$ cat config.mk
export PLATFORM = sky130hd
export DESIGN_NAME = tile_spawner_flat
export DESIGN_NICKNAME = d
export VERILOG_FILES = /design/src/rtl/game2048_pkg.sv /design/src/rtl/tile_spawner_if.sv /design/src/rtl/lfsr16.sv /design/src/rtl/tile_spawner.sv /design/src/flat_wrapper.sv
export SDC_FILE = /design/constraint.sdc
export NUM_CORES = 1
export LEC_CHECK = 0
export BUFFER_PORTS_ARGS = -buffer_cell sky130_fd_sc_hd__buf_4
export CAP_MARGIN = 30
export CORE_MARGIN = 3
export CORE_UTILIZATION = 45
export CTS_CLUSTER_DIAMETER = 100
export DETAILED_ROUTE_END_ITERATION = 6
export PLACE_DENSITY = 0.68
export SYNTH_ARGS = -nofsm -noshare
export SYNTH_HDL_FRONTEND = slang
export SYNTH_SLANG_ARGS = --single-unit
$ cat constraint.sdc
create_clock -name clk -period 6.3 [get_ports clk]
set_input_delay 1.26 -clock clk [delete_from_list [all_inputs] [get_ports clk]]
set_output_delay 1.26 -clock clk [all_outputs]
set_load 0.01 [all_outputs]
$ cat src/rtl/game2048_pkg.sv
// Shared types, defaults and board helpers for the 2048 datapath
// (slide blocks, tile spawner, display).
package game2048_pkg;

    typedef logic [3:0]       cell_t;
    typedef logic [15:0][3:0] matrix_t;

    localparam int unsigned WIN_EXP_DEFAULT   = 11;
    localparam logic [15:0] LFSR_SEED_DEFAULT = 16'hACE1;

    typedef enum logic [1:0] {
        StIdle,
        StScan,
        StCheck,
        StDone
    } spawn_state_e;

    function automatic logic has_cell(matrix_t m, cell_t v);
        logic r;
        r = 1'b0;
        for (int i = 0; i < 16; i++) begin
            if (m[i] == v) r = 1'b1;
        end
        return r;
    endfunction

    // True when some pair of orthogonal neighbours could still merge.
    function automatic logic has_merge(matrix_t m);
        logic r;
        r = 1'b0;
        for (int row = 0; row < 4; row++) begin
            for (int col = 0; col < 3; col++) begin
                if (m[row*4+col] == m[row*4+col+1]) r = 1'b1;
            end
        end
        for (int i = 0; i < 12; i++) begin
            if (m[i] == m[i+4]) r = 1'b1;
        end
        return r;
    endfunction

endpackage

$ cat src/rtl/tile_spawner_if.sv
// Request/result bundle between the slide stage, the tile spawner and the
// board state register.
interface tile_spawner_if;
    import game2048_pkg::*;

    logic    start;
    logic    new_game;
    matrix_t prev_matrix;
    matrix_t slid_matrix;
    matrix_t matrix_out;
    logic    busy;
    logic    done;
    logic    moved;
    logic    game_won;
    logic    game_over;

    modport master (
        output start, new_game, prev_matrix, slid_matrix,
        input  matrix_out, busy, done, moved, game_won, game_over
    );

    modport slave (
        input  start, new_game, prev_matrix, slid_matrix,
        output matrix_out, busy, done, moved, game_won, game_over
    );

endinterface

$ cat src/rtl/lfsr16.sv
// Free-running 16-bit Galois LFSR, x^16+x^14+x^13+x^11+1; never reaches zero
// from a nonzero seed.
module lfsr16 #(
    parameter logic [15:0] SEED = 16'hACE1
) (
    input  logic        clk,
    input  logic        rst_n,
    output logic [15:0] state_o
);

    logic [15:0] state_q, state_d;

    always_comb begin
        state_d = {1'b0, state_q[15:1]};
        if (state_q[0]) state_d = state_d ^ 16'hB400;
    end

    always_ff @(posedge clk or negedge rst_n) begin
        if (!rst_n) state_q <= SEED;
        else        state_q <= state_d;
    end

    assign state_o = state_q;

endmodule

$ cat src/rtl/tile_spawner.sv
// Inserts a pseudo-random tile after a board-changing slide, evaluates win and
// game-over, and builds the two-tile starting board. SPAWN_FOUR_EN enables 4-tiles.
module tile_spawner
    import game2048_pkg::*;
#(
    parameter int unsigned WIN_EXP   = WIN_EXP_DEFAULT,
    parameter logic [15:0] LFSR_SEED = LFSR_SEED_DEFAULT
) (
    input  logic         clk,
    input  logic         rst_n,
    tile_spawner_if.slave bus
);

    localparam cell_t WinCell = cell_t'(WIN_EXP);

    logic [15:0]  lfsr;
    cell_t        spawn_val;

    spawn_state_e state_q, state_d;
    matrix_t      work_q, work_d;
    matrix_t      matrix_q, matrix_d;
    logic         busy_q, busy_d;
    logic         done_q, done_d;
    logic         moved_q, moved_d;
    logic         won_q, won_d;
    logic         over_q, over_d;
    logic [1:0]   spawns_q, spawns_d;
    logic [3:0]   scan_idx_q, scan_idx_d;
    logic [3:0]   scan_cnt_q, scan_cnt_d;

    lfsr16 #(
        .SEED (LFSR_SEED)
    ) u_lfsr (
        .clk     (clk),
        .rst_n   (rst_n),
        .state_o (lfsr)
    );

`ifdef SPAWN_FOUR_EN
    assign spawn_val = (lfsr[6:4] == 3'b000) ? cell_t'(2) : cell_t'(1);
    logic unused_lfsr;
    assign unused_lfsr = ^lfsr[15:7];
`else
    assign spawn_val = cell_t'(1);
    logic unused_lfsr;
    assign unused_lfsr = ^lfsr[15:4];
`endif

    always_comb begin
        state_d    = state_q;
        work_d     = work_q;
        matrix_d   = matrix_q;
        busy_d     = busy_q;
        done_d     = 1'b0;
        moved_d    = moved_q;
        won_d      = won_q;
        over_d     = over_q;
        spawns_d   = spawns_q;
        scan_idx_d = scan_idx_q;
        scan_cnt_d = scan_cnt_q;

        unique case (state_q)
            StIdle: begin
                if (bus.new_game) begin
                    work_d     = '0;
                    moved_d    = 1'b1;
                    spawns_d   = 2'd2;
                    scan_idx_d = lfsr[3:0];
                    scan_cnt_d = 4'd0;
                    busy_d     = 1'b1;
                    state_d    = StScan;
                end else if (bus.start) begin
                    work_d  = bus.slid_matrix;
                    moved_d = (bus.slid_matrix != bus.prev_matrix);
                    busy_d  = 1'b1;
                    if (bus.slid_matrix != bus.prev_matrix) begin
                        spawns_d   = 2'd1;
                        scan_idx_d = lfsr[3:0];
                        scan_cnt_d = 4'd0;
                        state_d    = StScan;
                    end else begin
                        state_d = StCheck;
                    end
                end
            end
            StScan: begin
                if (work_q[scan_idx_q] == '0) begin
                    work_d[scan_idx_q] = spawn_val;
                    spawns_d           = spawns_q - 2'd1;
                    if (spawns_q == 2'd1) begin
                        state_d = StCheck;
                    end else begin
                        scan_idx_d = lfsr[3:0];
                        scan_cnt_d = 4'd0;
                    end
                end else if (scan_cnt_q == 4'd15) begin
                    // Every cell visited and occupied: nothing to spawn.
                    state_d = StCheck;
                end else begin
                    scan_idx_d = scan_idx_q + 4'd1;
                    scan_cnt_d = scan_cnt_q + 4'd1;
                end
            end
            StCheck: begin
                won_d    = has_cell(work_q, WinCell);
                over_d   = !has_cell(work_q, cell_t'(0)) && !has_merge(work_q);
                matrix_d = work_q;
                busy_d   = 1'b0;
                done_d   = 1'b1;
                state_d  = StDone;
            end
            StDone: begin
                state_d = StIdle;
            end
            default: begin
                state_d = StIdle;
            end
        endcase
    end

    always_ff @(posedge clk or negedge rst_n) begin
        if (!rst_n) begin
            state_q    <= StIdle;
            work_q     <= '0;
            matrix_q   <= '0;
            busy_q     <= 1'b0;
            done_q     <= 1'b0;
            moved_q    <= 1'b0;
            won_q      <= 1'b0;
            over_q     <= 1'b0;
            spawns_q   <= 2'd0;
            scan_idx_q <= 4'd0;
            scan_cnt_q <= 4'd0;
        end else begin
            state_q    <= state_d;
            work_q     <= work_d;
            matrix_q   <= matrix_d;
            busy_q     <= busy_d;
            done_q     <= done_d;
            moved_q    <= moved_d;
            won_q      <= won_d;
            over_q     <= over_d;
            spawns_q   <= spawns_d;
            scan_idx_q <= scan_idx_d;
            scan_cnt_q <= scan_cnt_d;
        end
    end

    assign bus.matrix_out = matrix_q;
    assign bus.busy       = busy_q;
    assign bus.done       = done_q;
    assign bus.moved      = moved_q;
    assign bus.game_won   = won_q;
    assign bus.game_over  = over_q;

endmodule

$ cat src/flat_wrapper.sv
// flat-port wrapper written by rule: the top's interface ports become plain ports
module tile_spawner_flat import game2048_pkg::*;
#(
    parameter int unsigned WIN_EXP   = WIN_EXP_DEFAULT,
    parameter logic [15:0] LFSR_SEED = LFSR_SEED_DEFAULT
)
  (clk, rst_n, bus_start, bus_new_game, bus_prev_matrix, bus_slid_matrix, bus_matrix_out, bus_busy, bus_done, bus_moved, bus_game_won, bus_game_over);
  tile_spawner_if bus_i ();
  input  logic clk;
  input  logic rst_n;
  input wire logic [$bits(bus_i.start)-1:0] bus_start;
  input wire logic [$bits(bus_i.new_game)-1:0] bus_new_game;
  input wire logic [$bits(bus_i.prev_matrix)-1:0] bus_prev_matrix;
  input wire logic [$bits(bus_i.slid_matrix)-1:0] bus_slid_matrix;
  output wire logic [$bits(bus_i.matrix_out)-1:0] bus_matrix_out;
  output wire logic [$bits(bus_i.busy)-1:0] bus_busy;
  output wire logic [$bits(bus_i.done)-1:0] bus_done;
  output wire logic [$bits(bus_i.moved)-1:0] bus_moved;
  output wire logic [$bits(bus_i.game_won)-1:0] bus_game_won;
  output wire logic [$bits(bus_i.game_over)-1:0] bus_game_over;
  assign bus_i.start = bus_start;
  assign bus_i.new_game = bus_new_game;
  assign bus_i.prev_matrix = bus_prev_matrix;
  assign bus_i.slid_matrix = bus_slid_matrix;
  assign bus_matrix_out = bus_i.matrix_out;
  assign bus_busy = bus_i.busy;
  assign bus_done = bus_i.done;
  assign bus_moved = bus_i.moved;
  assign bus_game_won = bus_i.game_won;
  assign bus_game_over = bus_i.game_over;
  tile_spawner #(.WIN_EXP(WIN_EXP), .LFSR_SEED(LFSR_SEED)) u_core (.clk(clk), .rst_n(rst_n), .bus(bus_i));
endmodule
==> results by group, run 1 <==
Placed design
  – Inst Count DP: 1,228
  – PortBufs: 200
  – DP Wirelength: 21,600 um
  – Post-DP Area: 10,500 um2
  – Final GP Congestion: 0.962

Power
  – Sequential Power Share: 35.8%
  – Net switching fraction of the power: 41.5%
  – Cell Pwr Density: 530 nW/um2
  – P_int: 3.45 mW
  – VDD IR max: 0.237 mV
  – Combinational Power Share: 45.1%
  – Clock Power Share: 19.1%
  – Pleak: 5.23 nW
  – Sw power: 2.45 mW

Timing
  – Total Neg Setup Slack: 0 ns
  – Setup Viol. Count Final: 0
  – Final worst path period need: 3.80 ns
  – Slew Viols, Final: 0
  – Final hold violation count: 0
  – Period utilization: 60.3%
  – Slew of the pin with the lowest slew margin: 0.976 ns
  – Max Clock Freq: 263 MHz
  – Slew HR: 34.5%
  – RSZ-0062 raised after global routing: false
  – Hold_ws: 0.348 ns
  – Clk_skew: 0.0105 ns

Worst setup path
  – Worst r2r src: u_core.work_q[11]$_DFFE_PN0P_
  – CP bufs+invs: 1
  – Worst setup path class: in -> reg
  – FF-to-FF setup slack: 2.79 ns
  – Worst Setup End Kind: flop
  – Critical-path cell with the highest stage delay: nor4_1
  – Reg-to-reg endpoint: u_core.work_q[5]$_DFFE_PN0P_
  – WP data arrival: 4.12 ns
  – Startpoint Class: primary input
  – Top Family by Delay on Critical Path: simple AND/OR/NAND/NOR gates
  – R2R cell count: 9
  – Critical path's largest stage delay: 0.82 ns
  – Crit-path cells: buf_4, xor2_1, nor4_1, nand4_1, or4_4, nor3_4, nand2b_1, mux2_1
  – Req. time, crit path: 6.62 ns
  – CP max FO: 4

Floorplanning
  – Starting Density: 46.7%
  – Die ar.: 21,500 um2
  – Io pins: 201
  – Core ar.: 19,000 um2
  – Std cell rows: 50
  – Die span in x: 146 um
  – Die height: 146 um

Worst hold path
  – Hold_sp: u_core.u_lfsr.state_o[4]$_DFF_PN0_
  – Worst hold path type: reg -> reg
  – Worst hold path depth: 0
  – Min-Delay Endpoint: u_core.u_lfsr.state_o[3]$_DFF_PN0_

Synthesis
  – Avg Inst Size Synth: 10.6 um2
  – Asr flop ratio synth: 100%
  – Cells after Synth: 837
  – EDFF count, synth: 0
  – Distinct cells, synth: 54
  – Syn nets: 978
  – Synth area leaders: dfrtp_1, xor2_1, mux2_2
  – Fraction of the yosys area taken by sequential cells: 45.5%
  – Post-synth top flop: dfrtp_1
  – Flops & latches, synth: 161
  – Yosys top cell area share: 43.1%
  – Syn. warnings: 0
  – Synth area leader: dfrtp_1
  – Synth Cell Area: 8880 um2

Global route
  – Total grt overflow: 0
  – Largest net degree at the start of global routing: 82
  – Vias in the first global route: 7,126
  – Initial antenna violation count: 0
  – First-pass GRT wire length: 43,800 um
  – Tot GR Track Use: 26.7%

Flow run
  – Max-Cap Viols: 0

Cells and area
  – Ant diodes: 0
  – Most common cell after layout, fill and taps aside: buf_4
  – Final core occ: 58.5%
  – Fin area: 11,100 um2
  – Final Non-Filler Cells: 1,260
  – Area grow syn2layout: 25.3%
  – Commonest non-fill, non-tap cells in the layout: buf_4, dfrtp_1, xor2_1
  – Final #Nets: 1,128
  – Layout cells sized above 1: 32.8%

Clock network
  – Hold_buf cts: 0
  – Clock slew at reported path FFs: 0.06 ns
  – Clock Sinks: 161
  – Worst-Skew Late Latency: 0.44 ns
  – Post-cts sizing count: 0
  – Clock root cell: clkbuf_16
  – Post-CTS Setup Bufs: 0
  – Num CTS Buffers: 17
  – CTS max path bufs: 2
  – CTS tree: yes
  – H-Tree Depth: 4

Detailed routing
  – Via density: 5.76
  – Final Routed Wirelength: 28,600 um
  – DRT Pass-1 Iters: 6
  – Detailed Route Iter0 Violations: 564
  – DRC Markers: 0
  – Via count: 7,261
  – DR WL/cell: 22.7 um
  – DRT antenna net count: 0

Run status
  – Status: complete, no violations
-- registers in the layout (all words and copies together), names as in the netlist, 2 cells and up --
name	cells
u_core.u_lfsr.state_o	16
u_core.work_q	64
u_core.bus.matrix_out	64
u_core.scan_cnt_q	4
u_core.scan_idx_q	4
u_core.state_q	2
u_core.spawns_q	2
-- cells in the mapped netlist (2+ instances only) --
cell and instances:
xor2_1 90, a211oi_1 4, clkbuf_1 68, nand3_1 4
o21ai_0 7, o2bb2ai_1 2, a2bb2oi_1 3, mux2i_1 10
nor3_1 5, nand2_1 46, nor4_1 34, a21oi_1 4
nand2_2 10, buf_6 2, a2111oi_0 3, or4_1 12
a41oi_1 2, xnor2_1 56, nand2b_1 19, o22ai_1 8
nor2_1 13, buf_2 4, a22o_1 51, dfrtp_1 153
dfstp_2 8, nand4_1 29, buf_4 2, mux2_2 65
nand4b_1 16, ha_1 9, o21ai_1 2, or3_1 2
a22oi_1 16, nor2b_1 13, inv_1 46
-- logic make-up (layout without fill, tap and decap cells) --
| family | count (synthesis) | after routing | synth area share [%] |
|---|---|---|---|
| and+or+nand+nor | 210 | 210 | 13.8 |
| DFF | 161 | 161 | 45.5 |
| xor gates and xnor gates | 146 | 146 | 14.4 |
| buffers and inverters | 123 | 286 | 5.51 |
| AOI/OAI and AO/OA | 112 | 112 | 10.0 |
| muxes | 76 | 76 | 9.49 |
| adders and majority gates | 9 | 9 | 1.27 |
-- how the worst max path moves through the flow --
stage / startpoint / to / slack [ns] / cells past startpoint
final: bus_slid_matrix[50] / u_core.spawns_q[0]$_DFFE_PN0P_ / 2.50 / 8
after global routing: bus_slid_matrix[50] / u_core.scan_idx_q[0]$_DFFE_PN0P_ / 2.46 / 9
after detailed placement: bus_slid_matrix[50] / u_core.spawns_q[0]$_DFFE_PN0P_ / 2.26 / 8
after global placement: bus_slid_matrix[56] / u_core.spawns_q[0]$_DFFE_PN0P_ / 2.21 / 8
after CTS: bus_slid_matrix[50] / u_core.spawns_q[0]$_DFFE_PN0P_ / 2.72 / 8
after floorplan: bus_prev_matrix[36] / u_core.spawns_q[0]$_DFFE_PN0P_ / 2.99 / 7
-- power by group through the flow --
stage	Clock (mW)	Sequential (mW)	Combinational, mW
2_1_floorplan	0	1.73	2.03
3_3_place_gp	0	2.09	2.59
3_5_place_dp	0	2.11	2.64
4_1_cts	1.14	2.09	2.65
5_1_grt	1.18	2.16	2.89
6_report	1.13	2.11	2.66
-- per-layer routing --
layer / global-route usage, % / up-vias / share of wire, % / wire [um]
met4: 7.29 / 0 / 2.4 / 677
li1: - / 3237 / - / -
met1: 37.2 / 3597 / 43 / 12300
met5: 0 / - / 0 / 0
met3: 8.50 / 36 / 9.8 / 2800
met2: 40.3 / 391 / 45 / 12800
-- through the flow --
stage / total power [mW] / worst slack, ns
after floorplan: 3.75 / 2.99
after global placement: 4.68 / 2.21
after detailed placement: 4.75 / 2.26
after CTS: 5.88 / 2.72
after global routing: 6.23 / 2.46
final: 5.90 / 2.50
-- cell type report --
cell class / instances / area, um2
tap: 260 / 325
sequential: 161 / 4040
multi-input combinational: 553 / 4360
fill: 1671 / 7890
clock buffer: 21 / 460
inverter: 46 / 173
timing repair buffer: 208 / 1590
clock inverter: 11 / 178
(Power assumes the default switching activity.)
==> run 2: changes to the inputs <==
--- a/config.mk
+++ b/config.mk
@@ -11,7 +11,7 @@
 export CORE_UTILIZATION = 45
 export CTS_CLUSTER_DIAMETER = 100
 export DETAILED_ROUTE_END_ITERATION = 6
-export PLACE_DENSITY = 0.68
+export PLACE_DENSITY = 0.71
 export SYNTH_ARGS = -nofsm -noshare
 export SYNTH_HDL_FRONTEND = slang
 export SYNTH_SLANG_ARGS = --single-unit
==> constraint.sdc (replaced) <==
create_clock -name clk -period 3.1 [get_ports clk]
set_input_delay 0.62 -clock clk [delete_from_list [all_inputs] [get_ports clk]]
set_output_delay 0.62 -clock clk [all_outputs]
set_load 0.01 [all_outputs]
==> run 2 against run 1 <==
Clock power increased by 100%. Worst setup slack got worse by 2.4 ns. Utilization grew 2.2 points. Clock-buffer cell count down 2.
==> results by group, run 2 (synthesis gave the netlist of run 1 again) <==
Global route
  – Largest net degree at the start of global routing: 65
  – Initial antenna violation count: 0
  – First-pass GRT wire length: 45,400 um
  – Tot GR Track Use: 27.8%
  – Total grt overflow: 0
  – Vias in the first global route: 7,519

Detailed routing
  – Met3 Wirelength: 2750 um
  – Via count: 7,578
  – Final Routed Wirelength: 30,200 um
  – DR WL/cell: 22.9 um
  – DRT antenna net count: 0
  – DR top layer: met4
  – DRC Markers: 0
  – Met2 wire length: 13,800 um
  – DRT Pass-1 Iters: 5
  – M1 wire length: 12,600 um
  – Detailed Route Iter0 Violations: 881
  – Via density: 5.75

Worst setup path
  – Crit-path cells: buf_4, xor2_1, nor4_1, nand4_1, or4_4, nor3_4, or2_2, a21oi_4, mux2i_1
  – CP max FO: 8
  – FF-to-FF setup slack: 0.21 ns
  – Worst Setup End Kind: flop
  – Req. time, crit path: 3.40 ns
  – CP bufs+invs: 1
  – Critical path's largest stage delay: 0.67 ns
  – Startpoint Class: primary input
  – WP data arrival: 3.34 ns
  – Critical-path cell with the highest stage delay: nor4_1
  – R2R cell count: 8
  – Reg-to-reg endpoint: u_core.state_q[0]$_DFFE_PN0P_
  – Critical Path Source: bus_slid_matrix[50]
  – Worst r2r src: u_core.work_q[22]$_DFFE_PN0P_
  – Top Family by Delay on Critical Path: simple AND/OR/NAND/NOR gates
  – Worst setup path class: in -> reg

Flow run
  – Max-Cap Viols: 0

Timing
  – Hold_ws: 0.142 ns
  – Clk_skew: 0.0101 ns
  – Final worst path period need: 3.04 ns
  – RSZ-0062 raised after global routing: false
  – Max Clock Freq: 329 MHz
  – Slew HR: 39.3%
  – Slew Viols, Final: 0
  – Period utilization: 98.1%
  – Slew of the pin with the lowest slew margin: 0.903 ns
  – Total Neg Setup Slack: 0 ns
  – Final hold violation count: 0
  – Setup Viol. Count Final: 0

Floorplanning
  – Core ar.: 19,000 um2
  – Die height: 146 um
  – Die span in x: 146 um
  – Starting Density: 46.7%
  – Std cell rows: 50
  – Io pins: 201
  – Die ar.: 21,500 um2

Clock network
  – Post-CTS Setup Bufs: 0
  – CTS max path bufs: 2
  – Clock slew at reported path FFs: 0.06 ns
  – CTS tree: yes
  – Num CTS Buffers: 17
  – Clock Sinks: 161
  – Clock root cell: clkbuf_16
  – H-Tree Depth: 4
  – Hold_buf cts: 0
  – Worst-Skew Late Latency: 0.43 ns
  – Post-cts sizing count: 0

Power
  – VDD IR max: 0.510 mV
  – Pleak: 5.53 nW
  – Cell Pwr Density: 1090 nW/um2
  – Tot Pwr: 12.5 mW

Cells and area
  – Area grow syn2layout: 30.0%
  – Ant diodes: 0
  – Commonest non-fill, non-tap cells in the layout: buf_4, dfrtp_1, xor2_1
  – Most common cell after layout, fill and taps aside: buf_4
  – Layout cells sized above 1: 36.5%
  – Final Non-Filler Cells: 1,317
  – Final #Nets: 1,186

Placed design
  – PortBufs: 200
  – DP Wirelength: 23,100 um
  – Final GP Congestion: 0.959
  – Inst Count DP: 1,286

Worst hold path
  – Worst hold path type: in -> async

Run status
  – Status: complete, no violations
[run 2: report_power, final]
part | internal (mW) | switching (mW)
sequential | 2.93 | 0.734
combinational | 3.05 | 3.54
clock | 1.39 | 0.888
[run 2: worst max-delay path by stage]
stage,slack [ns],to,cells after the start
after floorplan,0.43,u_core.spawns_q[0]$_DFFE_PN0P_,7
after global placement,-0.30,u_core.scan_cnt_q[2]$_DFFE_PN0P_,9
after detailed placement,-0.32,u_core.scan_idx_q[1]$_DFFE_PN0P_,9
after CTS,0.13,u_core.scan_idx_q[1]$_DFFE_PN0P_,9
after global routing,0.01,u_core.scan_idx_q[1]$_DFFE_PN0P_,9
final,0.06,u_core.scan_idx_q[1]$_DFFE_PN0P_,9
[run 2: layer usage]
layer,global-route usage (%),vias up
met1,37.9,3754
met3,6.73,63
met4,10.9,0
met5,0,-
met2,42.8,416
li1,-,3345
[run 2: through the flow]
stage / setup slack, ns / utilization [%] / instance area [um2]
3_3_place_gp: -0.302 / 57.4 / 10900
6_report: 0.0600 / 60.7 / 11500
2_1_floorplan: 0.427 / - / 8880
5_1_grt: 0.0115 / 60.7 / 11500
4_1_cts: 0.130 / 60.7 / 11500
3_5_place_dp: -0.319 / 57.4 / 10900
[run 2: cell type report]
type	instances	area, um2
fillers	1644	7470
multi-input cells	553	4360
flip-flops and latches	161	4040
repair buffers	266	2010
clock buffers	19	453
well taps	260	325
clock inverters	12	181
inverters	46	173
